### src/rtl/maze_irs_link.sv
// MAZE mesh inter-node link slice: DEPTH-stage X/Y register pipes
// with power-gate kill of packets targeting the gated node.
module maze_irs_link #(
  parameter int DEPTH  = 2,
  parameter int ID_W   = 6,
  parameter int QOS_W  = 1,
  parameter int TYPE_W = 2,
  parameter int DATA_W = 128
) (
  input  logic              clk,
  input  logic              rst_n,
  input  logic              pg_en,
  input  logic [ID_W-1:0]   pg_node,
  input  logic              x_vld_i,
  input  logic [QOS_W-1:0]  x_qos_i,
  input  logic [TYPE_W-1:0] x_type_i,
  input  logic [ID_W-1:0]   x_src_i,
  input  logic [ID_W-1:0]   x_tgt_i,
  input  logic [DATA_W-1:0] x_data_i,
  input  logic              y_vld_i,
  input  logic [QOS_W-1:0]  y_qos_i,
  input  logic [TYPE_W-1:0] y_type_i,
  input  logic [ID_W-1:0]   y_src_i,
  input  logic [ID_W-1:0]   y_tgt_i,
  input  logic [DATA_W-1:0] y_data_i,
  output logic              x_vld_o,
  output logic [QOS_W-1:0]  x_qos_o,
  output logic [TYPE_W-1:0] x_type_o,
  output logic [ID_W-1:0]   x_src_o,
  output logic [ID_W-1:0]   x_tgt_o,
  output logic [DATA_W-1:0] x_data_o,
  output logic [3:0]        x_occ_o,
  output logic              y_vld_o,
  output logic [QOS_W-1:0]  y_qos_o,
  output logic [TYPE_W-1:0] y_type_o,
  output logic [ID_W-1:0]   y_src_o,
  output logic [ID_W-1:0]   y_tgt_o,
  output logic [DATA_W-1:0] y_data_o,
  output logic [3:0]        y_occ_o,
  output logic [15:0]       drop_cnt_o
);

  typedef struct packed {
    logic              vld;
    logic [QOS_W-1:0]  qos;
    logic [TYPE_W-1:0] ptype;
    logic [ID_W-1:0]   src;
    logic [ID_W-1:0]   tgt;
    logic [DATA_W-1:0] data;
  } pkt_t;

  pkt_t        in_p [2];
  pkt_t        st_q [2][DEPTH];
  pkt_t        st_d [2][DEPTH];
  logic [4:0]  kill_sum;
  logic [16:0] cnt_sum;
  logic [15:0] drop_q;
  logic [3:0]  occ [2];
  logic        last_kill [2];

  function automatic logic kill_f(
    input pkt_t           p,
    input logic           en,
    input logic [ID_W-1:0] node
  );
    return en & p.vld & (p.tgt == node);
  endfunction

  assign in_p[0] = {x_vld_i, x_qos_i, x_type_i,
                    x_src_i, x_tgt_i, x_data_i};
  assign in_p[1] = {y_vld_i, y_qos_i, y_type_i,
                    y_src_i, y_tgt_i, y_data_i};

  // payload always shifts; only vld is masked by the kill
  always_comb begin
    kill_sum = '0;
    for (int c = 0; c < 2; c++) begin
      st_d[c][0]     = in_p[c];
      st_d[c][0].vld = in_p[c].vld &
                       ~kill_f(in_p[c], pg_en, pg_node);
      kill_sum = kill_sum +
                 5'(kill_f(in_p[c], pg_en, pg_node));
      for (int k = 1; k < DEPTH; k++) begin
        st_d[c][k]     = st_q[c][k-1];
        st_d[c][k].vld = st_q[c][k-1].vld &
                         ~kill_f(st_q[c][k-1], pg_en, pg_node);
      end
      for (int k = 0; k < DEPTH; k++) begin
        kill_sum = kill_sum +
                   5'(kill_f(st_q[c][k], pg_en, pg_node));
      end
    end
  end

  always_comb begin
    for (int c = 0; c < 2; c++) begin
      occ[c] = '0;
      for (int k = 0; k < DEPTH; k++) begin
        occ[c] = occ[c] + 4'(st_q[c][k].vld);
      end
      last_kill[c] = kill_f(st_q[c][DEPTH-1], pg_en, pg_node);
    end
  end

  assign cnt_sum = {1'b0, drop_q} + 17'(kill_sum);

  always_ff @(posedge clk or negedge rst_n) begin
    if (!rst_n) begin
      for (int c = 0; c < 2; c++) begin
        for (int k = 0; k < DEPTH; k++) begin
          st_q[c][k] <= '0;
        end
      end
      drop_q <= '0;
    end else begin
      for (int c = 0; c < 2; c++) begin
        for (int k = 0; k < DEPTH; k++) begin
          st_q[c][k] <= st_d[c][k];
        end
      end
      drop_q <= cnt_sum[16] ? 16'hFFFF : cnt_sum[15:0];
    end
  end

  assign x_vld_o  = st_q[0][DEPTH-1].vld & ~last_kill[0];
  assign x_qos_o  = st_q[0][DEPTH-1].qos;
  assign x_type_o = st_q[0][DEPTH-1].ptype;
  assign x_src_o  = st_q[0][DEPTH-1].src;
  assign x_tgt_o  = st_q[0][DEPTH-1].tgt;
  assign x_data_o = st_q[0][DEPTH-1].data;
  assign x_occ_o  = occ[0];

  assign y_vld_o  = st_q[1][DEPTH-1].vld & ~last_kill[1];
  assign y_qos_o  = st_q[1][DEPTH-1].qos;
  assign y_type_o = st_q[1][DEPTH-1].ptype;
  assign y_src_o  = st_q[1][DEPTH-1].src;
  assign y_tgt_o  = st_q[1][DEPTH-1].tgt;
  assign y_data_o = st_q[1][DEPTH-1].data;
  assign y_occ_o  = occ[1];

  assign drop_cnt_o = drop_q;

endmodule

### config.mk
export PLATFORM = sky130hd
export DESIGN_NAME = maze_irs_link
export DESIGN_NICKNAME = d
export VERILOG_FILES = /design/src/rtl/maze_irs_link.sv
export SDC_FILE = /design/constraint.sdc
export NUM_CORES = 1
export LEC_CHECK = 0
export ABC_AREA = 1
export CAP_MARGIN = 20
export CORE_AREA = 2 2 236 238
export CTS_CLUSTER_SIZE = 14
export DETAILED_ROUTE_END_ITERATION = 8
export DIE_AREA = 0 0 238 240
export HOLD_SLACK_MARGIN = 0.1
export SYNTH_ARGS = -nofsm -noshare
export SYNTH_HDL_FRONTEND = slang
export SYNTH_SLANG_ARGS = --single-unit
export TNS_END_PERCENT = 5
### constraint.sdc
create_clock -name clk -period 3.8 [get_ports clk]
set_input_delay 0.57 -clock clk [delete_from_list [all_inputs] [get_ports clk]]
set_output_delay 0.57 -clock clk [all_outputs]
set_load 0.05 [all_outputs]
==> flow_metrics.env, run 1 <==
export IMPL_fin_worst_skew_ns=0.0252
export IMPL_criticalPathCategory="input port to flip-flop"
export IMPL_worstMarginPinSlew_ns=0.710
export IMPL_finalCritPeriodShare_pct=94.1
export IMPL_cpMaxStageDelayCell="fa_1"
export IMPL_hpwl_um=31500
export IMPL_yosysWarnings=0
export IMPL_placement_rows=86
export IMPL_grt_overflow=0
export IMPL_cp_buffers_inverters=3
export IMPL_root_buffer="clkbuf_16"
export IMPL_reg2regPathDepth=15
export IMPL_leakage_uw=0.0111
export IMPL_status="finished, final reports clean"
export IMPL_pwr_density_cell_nw_per_um2=565
export IMPL_wire_per_inst_um=18.4
export IMPL_synth_seq_area_share_pct=81.5
export IMPL_cap_violations=0
export IMPL_cp_required_ns=4.27
export IMPL_hp_class="flip-flop to flip-flop"
export IMPL_vias=8971
export IMPL_firstDrtPassIters=4
export IMPL_drtIter0Drc=384
export IMPL_crit_chain="clkdlybuf4s50_1 -> buf_4 -> nand2_1 -> o21ai_0 -> nor2_1 -> nand2_1 -> nor2_2 -> fa_1 -> fa_1 -> fa_2 -> fa_1 -> nand2_1 -> nand2_1 -> nand3_2 -> inv_4 -> nand3_4 -> o21ai_0"
export IMPL_synth_seq_cells=592
export IMPL_timing_rr_end="drop_cnt_o[2]"
export IMPL_numCtsBuffers=59
export IMPL_initial_core_util_pct=33.2
export IMPL_area_delta_synth_final_pct=39.2
export IMPL_io_pins=609
export IMPL_via_per_inst=3.94
export IMPL_netlist_instances=1113
export IMPL_finalNetCount=1827
export IMPL_grt_usage_pct=14.4
export IMPL_rsz0062_at_grt="false"
export IMPL_ant_nets=0
export IMPL_syn_avg_cell_area_um2=16.3
export IMPL_cp_common_cell="nand2_1"
export IMPL_clk_pin_slew_worst_paths_ns=0.06
export IMPL_htree_levels=2
export IMPL_slew_violations=0
export IMPL_post_cts_buffers=0
export IMPL_first_global_vias=9824
export IMPL_max_freq_mhz=280
export IMPL_fin_hold_ws_ns=0.325
export IMPL_cp_slowest_stage_delay_ns=0.51
export IMPL_crit_reg2reg_launch="y_tgt_o[2]"
export IMPL_grt_pass1_wl_um=61000
export IMPL_relSlewSlack_pct=52.7
export IMPL_min_period_ns=3.57
export IMPL_port_buffers=604
export IMPL_drive_gt1_share_pct=9.18
export IMPL_syn_cell_area_um2=18200
export IMPL_worstHoldEndpoint="x_data_o[99]"
export IMPL_cp_data_arrival_time_ns=4.04
export IMPL_cts_path_max_buffers=3
export IMPL_setup_tns_ns=0
export IMPL_crit_family="adder cells"
export IMPL_start_kind="input port"
export IMPL_cts_sinks=592
export IMPL_crit_path_end_kind="flip-flop"
export IMPL_antenna_found_initial=11
export IMPL_worstHoldPathCells=0
export IMPL_crit_fanout=7
export IMPL_dieHeight_um=240
export IMPL_core_um2=54700
export IMPL_wirelength_um=41800
export IMPL_tritoncts="done"
export IMPL_hp_start="st_d[387]"
export IMPL_grt_max_degree=79
export IMPL_die_area_um2=57100
export IMPL_finalSetupViolCount=0
export IMPL_ir_worst_vdd_mv=0.450
export IMPL_drcViolationCount=0
export IMPL_gp_congestion=0.870
export IMPL_finalHoldViolCount=0
export IMPL_r2r_slack_ns=0.40
export IMPL_clock_latency_ns=0.60
export IMPL_die_w_um=238
export IMPL_synth_cell_types=24
through the flow:
stage / instances / utilization [%] / instance area (um^2) / power [uW] / setup slack [ns]
2_1_floorplan: 1116 / - / 18200 / 7810 / 0.0482
3_3_place_gp: 2162 / 42.5 / 23200 / 8490 / -0.634
3_5_place_dp: 2162 / 42.5 / 23200 / 8510 / -0.709
4_1_cts: 2273 / 46.2 / 25300 / 14500 / 0.0195
5_1_grt: 2275 / 46.3 / 25300 / 14800 / 0.0414
6_report: 2276 / 46.3 / 25300 / 14300 / 0.226
state kept, by name (all words and copies together) (netlist names):
register,flops
drop_cnt_o,16
st_d,286
st_q,4
x_data_o,128
x_qos_o,1
x_src_o,6
x_tgt_o,6
x_type_o,2
y_data_o,128
y_qos_o,1
y_src_o,6
y_tgt_o,6
y_type_o,2
logic make-up after synthesis:
group | synth area share, %
other | 0.0206
xor gates and xnor gates | 0.723
DFF | 81.5
AOI/OAI and AO/OA | 0.744
buffers and inverters | 12.9
adders and majority gates | 0.785
and+or+nand+nor | 3.33
layer usage:
metal | vias up | GRT usage [%] | wire length (um) | part of all wire, %
li1 | 3968 | - | - | -
met1 | 4534 | 15.9 | 14900 | 36
met2 | 367 | 24.7 | 21500 | 51
met3 | 88 | 6.29 | 4020 | 9.6
met4 | 14 | 5.57 | 1270 | 3.0
met5 | - | 0 | 96 | 0.23
power by group:
part	switching, uW	internal, uW	total (uW)	leakage [uW]
Sequential	108	6630	6740	0.00693
Combinational	1010	630	1640	0.00317
Clock	2380	3530	5910	0.000989
synthesized netlist by cell type:
cell / number / area [um^2]
buf_2: 3 / 15.0
clkinv_2: 1 / 5.00
inv_1: 39 / 146
ha_1: 5 / 62.6
nand4_1: 3 / 18.8
o21ai_0: 21 / 105
nand3b_1: 3 / 22.5
xor2_1: 1 / 8.76
conb_1: 1 / 3.75
nand2_2: 1 / 6.26
nand3_4: 1 / 17.5
nor2_1: 37 / 139
nand3_2: 3 / 30.0
nor3_1: 2 / 10.0
nand2_1: 63 / 236
dfrtp_1: 592 / 14800
xnor2_1: 14 / 123
fa_1: 4 / 80.1
buf_4: 288 / 2160
or2_2: 2 / 12.5
a21oi_1: 6 / 30.0
nand3_1: 20 / 100
buf_6: 1 / 11.3
nor2_2: 2 / 12.5
area by class of cell:
type                    count  area (um^2)
fillers                  4761        29400
flip-flops and latches    592        14800
repair buffers            635         6370
clock buffers              83         1700
multi-input cells         193         1060
well taps                 704          881
clock inverters            26          318
inverters                  40          153
diodes                      3         7.51
how the worst max path moves through the flow:
| stage | startpoint | to | slack (ns) | cells past startpoint |
|---|---|---|---|---|
| 2_1_floorplan | pg_node[4] | drop_cnt_o[10] | 0.05 | 18 |
| 3_3_place_gp | pg_node[2] | drop_cnt_o[2] | -0.63 | 17 |
| 3_5_place_dp | pg_node[0] | drop_cnt_o[2] | -0.71 | 16 |
| 4_1_cts | pg_node[2] | drop_cnt_o[2] | 0.02 | 17 |
| 5_1_grt | pg_node[3] | drop_cnt_o[2] | 0.04 | 17 |
| 6_report | pg_node[3] | drop_cnt_o[2] | 0.23 | 17 |
placed cells by master, fill, tap and decap left out, types with 5 or more instances in the layout:
master and count:
clkinv_2 9, nand2_1 63, clkbuf_16 59, o21ai_0 20, xnor2_1 14, clkdlybuf4s50_1 601
a21oi_1 6, inv_1 38, ha_1 5, clkbuf_1 11, nand3_1 20, nor2_1 35
dfrtp_1 592, inv_6 6, buf_12 6, clkbuf_8 13, bufinv_16 6, buf_4 24
timing repair:
item,CTS,global route
hold buffers,1,0
endpoints found under the setup margin,14,16
cloned,1,0
pin swaps,0,2
endpoints found under the hold margin,68,0
resized for setup,3,7
No activity file was read; power rests on OpenSTA's default activity.
==> run 2: changes to the inputs <==
--- a/config.mk
+++ b/config.mk
@@ -12,6 +12,7 @@
 export DETAILED_ROUTE_END_ITERATION = 8
 export DIE_AREA = 0 0 238 240
 export HOLD_SLACK_MARGIN = 0.1
+export SLEW_MARGIN = 40
 export SYNTH_ARGS = -nofsm -noshare
 export SYNTH_HDL_FRONTEND = slang
 export SYNTH_SLANG_ARGS = --single-unit
==> results of run 2 <==
Final layout, timing and power as in run 1 (identical DEF).
==> run 3: changes to the inputs <==
--- a/config.mk
+++ b/config.mk
@@ -8,6 +8,7 @@
 export ABC_AREA = 1
 export CAP_MARGIN = 20
 export CORE_AREA = 2 2 236 238
+export CTS_BUF_LIST = sky130_fd_sc_hd__clkbuf_16
 export CTS_CLUSTER_SIZE = 14
 export DETAILED_ROUTE_END_ITERATION = 8
 export DIE_AREA = 0 0 238 240
==> flow_metrics.env, run 3 (synthesis results as in run 1) <==
export IMPL_crit_chain="clkdlybuf4s50_1 -> buf_4 -> o21ai_0 -> nor2_1 -> nand2_1 -> nor2_2 -> fa_1 -> fa_1 -> fa_2 -> fa_1 -> nand2_1 -> nand2_1 -> nand3_2 -> inv_4 -> nand3_4 -> o21ai_0"
export IMPL_hpwl_um=31500
export IMPL_mostFrequentLayoutCells="clkdlybuf4s50_1 (601), dfrtp_1 (592), nand2_1 (63)"
export IMPL_die_area_um2=57100
export IMPL_clk_pin_slew_worst_paths_ns=0.06
export IMPL_design_area_um2=25200
export IMPL_core_um2=54700
export IMPL_drive_gt1_share_pct=8.35
export IMPL_cp_data_arrival_time_ns=4.04
export IMPL_fin_worst_skew_ns=0.0259
export IMPL_wirelength_um=41900
export IMPL_status="finished, final reports clean"
export IMPL_root_buffer="clkbuf_16"
export IMPL_grt_max_degree=79
export IMPL_crit_path_end_kind="flip-flop"
export IMPL_slew_violations=0
export IMPL_crit_fanout=7
export IMPL_multi_input_area_um2=1060
export IMPL_area_delta_synth_final_pct=38.5
export IMPL_finalNetCount=1827
export IMPL_min_period_ns=3.57
export IMPL_die_w_um=238
export IMPL_tritoncts="done"
export IMPL_ir_worst_vdd_mv=0.448
export IMPL_cp_buffers_inverters=3
export IMPL_grt_usage_pct=14.4
export IMPL_antenna_found_initial=11
export IMPL_cap_violations=0
export IMPL_register_area_um2=14800
export IMPL_initial_core_util_pct=33.2
export IMPL_rsz0062_at_grt="false"
export IMPL_cpMaxStageDelayCell="clkdlybuf4s50_1"
export IMPL_finalWorstSetupSlack_ns=0.233
export IMPL_ant_nets=0
export IMPL_gp_congestion=0.870
export IMPL_mostFrequentLayoutCell="clkdlybuf4s50_1"
export IMPL_grt_overflow=0
export IMPL_io_pins=609
export IMPL_start_kind="input port"
export IMPL_placed_area_um2=23200
export IMPL_drtIter0Drc=409
export IMPL_grt_pass1_wl_um=61000
export IMPL_cp_slowest_stage_delay_ns=0.54
export IMPL_port_buffers=604
export IMPL_first_global_vias=9844
export IMPL_dieHeight_um=240
export IMPL_drcViolationCount=0
export IMPL_firstDrtPassIters=6
export IMPL_cp_required_ns=4.27
export IMPL_via_per_inst=3.95
export IMPL_hp_class="flip-flop to flip-flop"
export IMPL_wire_per_inst_um=18.4
export IMPL_htree_levels=2
export IMPL_finalSetupViolCount=0
export IMPL_numCtsBuffers=59
export IMPL_relSlewSlack_pct=52.9
export IMPL_max_freq_mhz=280
export IMPL_clock_latency_ns=0.61
export IMPL_worstMarginPinSlew_ns=0.706
export IMPL_finalCritPeriodShare_pct=93.9
export IMPL_fin_hold_ws_ns=0.325
export IMPL_finalHoldViolCount=0
export IMPL_pre_cts_ws_ns=-0.709
export IMPL_cts_sinks=592
export IMPL_vias=8992
export IMPL_pwr_density_cell_nw_per_um2=556
export IMPL_criticalPathCategory="input port to flip-flop"
export IMPL_placement_rows=86
export IMPL_cts_path_max_buffers=3
export IMPL_n_fill_cell=4773
export IMPL_crit_family="adder cells"
export IMPL_largest_register_ffs=286
export IMPL_leakage_uw=0.0111
run 3: worst reg2reg max path, delay by kind of cell, from the launching register on:
| kind | cells | cell delay (ns) |
|---|---|---|
| buffers and inverters | 1 | 0.07 |
| adder cells (fa/ha/maj) | 4 | 1.78 |
| AO/OA/AOI/OAI | 2 | 0.17 |
| flip-flops | 1 | 0.42 |
| AND/OR/NAND/NOR | 8 | 0.84 |
run 3: path summary, 6_finish.rpt:
check | startpoint | end | slack [ns] | depth (start not counted)
max | pg_node[3] | drop_cnt_o[2] | 0.23 | 16
min | st_d[387] | x_data_o[99] | 0.32 | 0
max reg2reg | y_tgt_o[2] | drop_cnt_o[2] | 0.40 | 15
min reg2reg | st_d[387] | x_data_o[99] | 0.32 | 0
max in group asynchronous | rst_n | x_data_o[89] | 2.22 | 4
min in group asynchronous | rst_n | st_d[397] | 0.52 | 2
run 3: cell type report:
| type | instances | share of cell area, % |
|---|---|---|
| clock inverters | 50 | 1.62 |
| inverters | 40 | 0.607 |
| diodes | 3 | 0.0298 |
| flip-flops and latches | 592 | 58.9 |
| well taps | 704 | 3.50 |
| clock buffers | 59 | 5.87 |
| multi-input cells | 193 | 4.21 |
| repair buffers | 635 | 25.3 |
run 3: metrics by stage:
step,instances,setup TNS [ns],util (%),total power [uW]
floorplan,1116,0,-,7810
global placement,2162,-9.52,42.5,8490
detailed placement,2162,-10.35,42.5,8510
CTS,2273,0,46.0,14200
global route,2275,0,46.0,14500
finish,2276,0,46.0,14000
run 3: what timing repair did:
action,CTS,global route
endpoints found under the setup margin,13,16
hold buffers,1,0
endpoints found under the hold margin,68,0
resized for setup,2,8
buffers inserted,0,0
pin swaps,0,2
gates cloned,1,0
run 3: where the power goes:
group / switching (uW) / internal (uW) / total (uW)
logic: 1010 / 630 / 1640
registers: 108 / 6630 / 6740
clock network: 2390 / 3230 / 5620
run 3: metal layers:
metal / wire length [um] / vias up / GRT usage [%]
met3: 3970 / 94 / 6.28
met1: 14900 / 4546 / 15.9
met5: 98 / - / 0
li1: - / 3970 / -
met2: 21500 / 368 / 24.6
met4: 1380 / 14 / 5.91
